## src/rtl/topk_input_loader.sv

```systemverilog
// -----------------------------------------------------------------------------
// topk_input_loader
//
// Collects one frame of up to MAX_DATALENGTH elements from a serial
// valid/ready stream into a parallel buffer. That buffer is then handed to
// the top-k sorter in a single transfer.
//
// A frame starts with a configuration handshake that carries:
//   - the element signedness;
//   - the sorter group size (4/8/16/32);
//   - the number of real elements.
// Slots that receive no real element hold a pad value that sorts to the
// bottom: 0x80 for signed data, 0 for unsigned data.
//
// Ports
//   clk_i, rst_i       clock, synchronous active-high reset
//   cfg_valid_i/ready  frame configuration handshake
//                      (cfg_sign_i, cfg_gsize_i, cfg_num_i)
//   in_valid_i/ready   element stream (in_data_i)
//   out_valid_o/ready  frame handoff to the sorter
//   out_data_o         parallel frame; element k is at bits [k*DATAWIDTH +: DATAWIDTH]
//   out_sign_o         latched signedness
//   out_ch*_o          per-sorter channel enables for the selected group size
// -----------------------------------------------------------------------------
`timescale 1ns/1ps
module topk_input_loader #(
  parameter int DATAWIDTH      = 8,
  parameter int MAX_DATALENGTH = 32
) (
  input  logic                                clk_i,
  input  logic                                rst_i,
  input  logic                                cfg_valid_i,
  output logic                                cfg_ready_o,
  input  logic                                cfg_sign_i,
  input  logic [1:0]                          cfg_gsize_i,
  input  logic [5:0]                          cfg_num_i,
  input  logic                                in_valid_i,
  output logic                                in_ready_o,
  input  logic [DATAWIDTH-1:0]                in_data_i,
  output logic                                out_valid_o,
  input  logic                                out_ready_i,
  output logic [MAX_DATALENGTH*DATAWIDTH-1:0] out_data_o,
  output logic                                out_sign_o,
  output logic [7:0]                          out_ch4_o,
  output logic [3:0]                          out_ch8_o,
  output logic [1:0]                          out_ch16_o,
  output logic                                out_ch32_o
);

  // Most negative two's-complement value, so signed pads sort last.
  localparam logic [DATAWIDTH-1:0] PAD_SIGNED = {1'b1, {(DATAWIDTH-1){1'b0}}};

  typedef enum logic [1:0] {IDLE, LOAD, OUT} state_t;

  state_t               state_reg, state_next;
  logic [5:0]           idx_reg;
  logic [5:0]           num_reg;
  logic                 sign_reg;
  logic [1:0]           gsize_reg;
  logic [7:0]           ch4_reg, ch4_next;
  logic [3:0]           ch8_reg, ch8_next;
  logic [1:0]           ch16_reg, ch16_next;
  logic                 ch32_reg, ch32_next;
  logic [5:0]           num_eff;
  logic [DATAWIDTH-1:0] pad_value;
  logic                 cfg_fire, in_fire, last_elem;

  // A count of zero, or a count larger than the buffer, means a full frame.
  always_comb begin
    num_eff = cfg_num_i;
    if (cfg_num_i == 6'd0 || cfg_num_i > 6'(MAX_DATALENGTH))
      num_eff = 6'(MAX_DATALENGTH);
  end

  assign pad_value = cfg_sign_i ? PAD_SIGNED : '0;
  assign cfg_fire  = cfg_valid_i && cfg_ready_o;
  assign in_fire   = in_valid_i && in_ready_o;
  // num_reg is at least 1 whenever LOAD is active, so the subtraction cannot wrap.
  assign last_elem = (idx_reg == num_reg - 6'd1);

  // Handshake outputs depend on the state alone.
  always_comb begin
    state_next  = state_reg;
    cfg_ready_o = 1'b0;
    in_ready_o  = 1'b0;
    out_valid_o = 1'b0;
    case (state_reg)
      IDLE: begin
        cfg_ready_o = 1'b1;
        if (cfg_valid_i) state_next = LOAD;
      end
      LOAD: begin
        in_ready_o = 1'b1;
        if (in_valid_i && last_elem) state_next = OUT;
      end
      OUT: begin
        out_valid_o = 1'b1;
        if (out_ready_i) state_next = IDLE;
      end
      default: state_next = IDLE;
    endcase
  end

  // Channel j of group size G is enabled when its first element j*G holds real data.
  genvar gi;
  generate
    for (gi = 0; gi < 8; gi++) begin : g_ch4
      assign ch4_next[gi] = (gsize_reg == 2'd0) && (num_reg > 6'(gi * 4));
    end
    for (gi = 0; gi < 4; gi++) begin : g_ch8
      assign ch8_next[gi] = (gsize_reg == 2'd1) && (num_reg > 6'(gi * 8));
    end
    for (gi = 0; gi < 2; gi++) begin : g_ch16
      assign ch16_next[gi] = (gsize_reg == 2'd2) && (num_reg > 6'(gi * 16));
    end
  endgenerate
  assign ch32_next = (gsize_reg == 2'd3) && (num_reg != 6'd0);

  always_ff @(posedge clk_i) begin
    if (rst_i) begin
      state_reg <= IDLE;
      idx_reg   <= '0;
      num_reg   <= '0;
      sign_reg  <= 1'b0;
      gsize_reg <= '0;
      ch4_reg   <= '0;
      ch8_reg   <= '0;
      ch16_reg  <= '0;
      ch32_reg  <= 1'b0;
    end else begin
      state_reg <= state_next;
      if (cfg_fire) begin
        sign_reg  <= cfg_sign_i;
        gsize_reg <= cfg_gsize_i;
        num_reg   <= num_eff;
        idx_reg   <= '0;
      end
      if (in_fire) begin
        idx_reg <= idx_reg + 6'd1;
        // Enables are captured on entry to OUT so that they hold their last
        // values while the next frame's configuration is loading.
        if (last_elem) begin
          ch4_reg  <= ch4_next;
          ch8_reg  <= ch8_next;
          ch16_reg <= ch16_next;
          ch32_reg <= ch32_next;
        end
      end
    end
  end

  // Frame buffer: every slot is written in parallel, so it is built from
  // registers rather than RAM.
  generate
    for (gi = 0; gi < MAX_DATALENGTH; gi++) begin : g_slot
      logic [DATAWIDTH-1:0] slot_reg;
      always_ff @(posedge clk_i) begin
        if (rst_i)
          slot_reg <= '0;
        else if (cfg_fire)
          slot_reg <= pad_value;
        else if (in_fire && idx_reg == 6'(gi))
          slot_reg <= in_data_i;
      end
      assign out_data_o[gi*DATAWIDTH +: DATAWIDTH] = slot_reg;
    end
  endgenerate

  assign out_sign_o = sign_reg;
  assign out_ch4_o  = ch4_reg;
  assign out_ch8_o  = ch8_reg;
  assign out_ch16_o = ch16_reg;
  assign out_ch32_o = ch32_reg;

endmodule

```

## config.mk

```make
export PLATFORM = sky130hd
export DESIGN_NAME = topk_input_loader
export DESIGN_NICKNAME = d
export VERILOG_FILES = /design/src/rtl/topk_input_loader.sv
export SDC_FILE = /design/constraint.sdc
export NUM_CORES = 1
export LEC_CHECK = 0
export CAP_MARGIN = 15
export CORE_ASPECT_RATIO = 0.5
export CORE_MARGIN = 5
export CORE_UTILIZATION = 45
export CTS_BUF_LIST = sky130_fd_sc_hd__clkbuf_4
export DETAILED_ROUTE_END_ITERATION = 10
export PLACE_DENSITY = 0.84
export SETUP_SLACK_MARGIN = 0.3
export SLEW_MARGIN = 20
export SYNTH_ARGS = -nofsm -noshare
export SYNTH_HDL_FRONTEND = slang
export SYNTH_SLANG_ARGS = --single-unit
```

## constraint.sdc

```tcl
create_clock -name clk_i -period 3.7 [get_ports clk_i]
set_input_delay 0.555 -clock clk_i [delete_from_list [all_inputs] [get_ports clk_i]]
set_output_delay 0.555 -clock clk_i [all_outputs]
set_load 0.02 [all_outputs]
```

==> reports/metrics.yaml <==
status: "completed"
worst_hold_path.num_cells: 3
final_util: 0.613
timing.reg2reg.worst_path_depth: 5
totalWireLength_mm: 35.0
hold_class: "primary input to flop"
maxCapViolCount: 0
numClockSinks: 288
layout_min_cycle_time_ns: 3.20
synth-edff-count: 0
p_leak_uw: 0.00658
design.final.nets: 1472
detail_route.drc_violations: 0
dr_total_vias: 9553
ys_dominant_reg_cell: "dfxtp_1"
placeable_area_um2: 25200
grt_antenna_before_repair: 1
slew_violations: 0
groute.usage.overall: 0.229
ys_ff_latch: 288
area_of_the_die_um2: 29100
rrSetupSlack_ns: 1.07
p_sw_uw: 1600
power_report.internal_total_uw: 4630
synth.yosys.warnings: 0
power_switching_share: 0.258
synthArstFlopShare: 0
maxClockFrequency_ghz: 0.312
min-delay-start: "cfg_gsize_i[0]"
syn-cell-area_um2: 11500
required_ns: 3.14
mostFrequentLayoutCells: "clkdlybuf4s50_1 (291), dfxtp_1 (288), nor2_1 (282), mux2i_1 (233), clkbuf_4 (96)"
post_cts_buffers: 0
flow.area_growth_from_synthesis_pct: 34.2
finClkSkew_ns: 0.0500
largest_reg_flops: 256
drive_gt1_frac: 0.119
synth_cells: 1157
cellPowerDensity_nw_per_um2: 404
timing.rr.end: "g_slot[9].slot_reg[0]$_SDFFE_PP0P_"
timing.slew.headroom: 0.294
share_of_power_burned_in_registers: 0.508
cts.clk_slew.worst_paths_ns: 0.07
drt-vias-per-instance: 5.20
synthDistinctLibCells: 51
combPwrFrac: 0.073
antenna_violating_nets_post_route: 0
power_frac_clock: 0.419
cpPeakStageDelay_ns: 0.87
cts_tree: "done"
most_common_cell_after_layout_fill_and_taps_aside: "clkdlybuf4s50_1"
clockBufferDepth: 3
final-setup-viol-count: 0
rows: 41
worst_pin_slew_ns: 1.06
peakVddDrop_uv: 198
io_buffer_count: 296
min_delay_endpoint: "gsize_reg[0]$_SDFFE_PP0P_"
pin_count_of_the_biggest_net_entering_global_routing: 160
cts-buffers-inserted: 66
post-dp-hpwl_mm: 24.0
sequential_fraction_of_the_synthesis_area: 0.501
fp.dieW_um: 236
htreeDepth: 3
critical_path.cell_chain: "nor2b_1 -> clkdlybuf4s50_1"
firstDrtPassIters: 5
rsz0062_at_grt: "no"
clock_tree_root_driver_cell: "clkbuf_4"
critical_path.endpoint_type: "primary output"
grt_pass1_wl_mm: 52.8
wire_per_inst_um: 19.1
post-route-period-util: 0.865
finalHoldViolCount: 0
timing.rr.start: "state_reg[0]$_SDFFE_PP0P_"
grt_remaining_overflow: 0
cts_repair_resize_count: 0
crit_slowest_cell: "dfxtp_1"
postSynthNetCount: 1184
drt_first_iter_violations: 645
syn-mean-instance-area_um2: 9.94
floorplan.initialDensity: 0.457
crit_path_arrival_time_ns: 2.65
critPathLaunchType: "flop"
first_global_vias: 9411
clock_latency_ns: 0.75
top_level_ports: 297
tns_ns: 0
hold_buffers: 0
timing.setup.critical_path_class: "flop to primary output"
globalplace.congestion: 0.831
critical_path_peak_fanout: 13
dieHeight_um: 123
## kinds of logic (layout without fill, tap and decap cells)
family	count (synthesis)	count (layout)	synth area share
flops	288	288	0.501
fa+ha+maj	5	5	0.00544
other cells	0	1	0
xor+xnor	8	8	0.00609
compound gates	51	51	0.0260
mux	240	240	0.210
buf+inv	95	430	0.0393
simple gates	470	470	0.212
## critical path, delay by kind of cell (launching register included)
kind                   cells  cell delay, ns
flip-flops                 1            0.87
buffers and inverters      1            0.71
AND/OR/NAND/NOR            1            0.33
## worst max-delay path by stage
stage	from	endpoint	slack [ns]	cells past startpoint
2_1_floorplan	in_valid_i	g_slot[17].slot_reg[7]$_SDFFE_PP0P_	1.94	7
3_3_place_gp	in_valid_i	g_slot[17].slot_reg[7]$_SDFFE_PP0P_	1.01	6
3_5_place_dp	in_valid_i	g_slot[15].slot_reg[3]$_SDFFE_PP0P_	0.84	5
4_1_cts	state_reg[0]$_SDFFE_PP0P_	in_ready_o	0.46	2
5_1_grt	state_reg[0]$_SDFFE_PP0P_	in_ready_o	0.36	2
6_report	state_reg[0]$_SDFFE_PP0P_	in_ready_o	0.50	2
## layer usage
layer / global-route usage / up-vias / wire (um)
met5: 0 / - / 0
met4: 0.102 / 0 / 1500
met1: 0.269 / 4648 / 14000
li1: - / 4487 / -
met3: 0.0544 / 98 / 1810
met2: 0.407 / 320 / 17800
## stage by stage
stage	setup WS [ns]	area, um2	hold WS [ns]	instances	power (uW)
floorplan	1.94	11500	0.445	1157	3520
global placement	1.01	14600	0.449	1721	3670
detailed placement	0.841	14600	0.461	1721	3690
CTS	0.458	15400	0.323	1836	6290
global route	0.356	15400	0.354	1837	6510
finish	0.498	15400	0.384	1837	6230
## area by class of cell
| type | count | area (um2) |
|---|---|---|
| Inverter | 7 | 26.3 |
| Fill cell | 1967 | 9760 |
| Antenna cell | 1 | 2.50 |
| Multi-Input combinational cell | 774 | 5310 |
| Sequential cell | 288 | 5770 |
| Clock buffer | 96 | 721 |
| Clock inverter | 19 | 136 |
| Timing Repair Buffer | 308 | 3040 |
| Tap cell | 344 | 430 |
## cell usage after synthesis (3+ instances only)
cell,count,area (um2)
nand3_1,6,30.0
mux2i_1,233,2330
buf_1,5,18.8
nand4_4,4,85.1
nand2b_1,18,113
and3_1,3,18.8
buf_6,4,45.0
nand3_2,15,150
nor2_1,282,1060
nor3_1,51,255
ha_1,5,62.6
a21oi_1,35,175
nor2b_1,12,75.1
inv_1,7,26.3
nand4bb_4,4,110
dfxtp_1,288,5770
nor3_4,12,195
nand3b_1,5,37.5
nand2_1,41,154
buf_2,34,170
mux2_2,7,78.8
buf_4,6,45.0
xor2_1,3,26.3
clkbuf_1,39,146
xnor2_1,5,43.8
## power by group through the flow
| stage | Combinational (uW) | Sequential (uW) | Clock, uW |
|---|---|---|---|
| final | 455 | 3170 | 2610 |
| after global routing | 485 | 3170 | 2860 |
| after CTS | 453 | 3170 | 2670 |
| after detailed placement | 450 | 3240 | 0 |
| after global placement | 438 | 3240 | 0 |
| after floorplan | 252 | 3260 | 0 |
(Power assumes the default switching activity.)
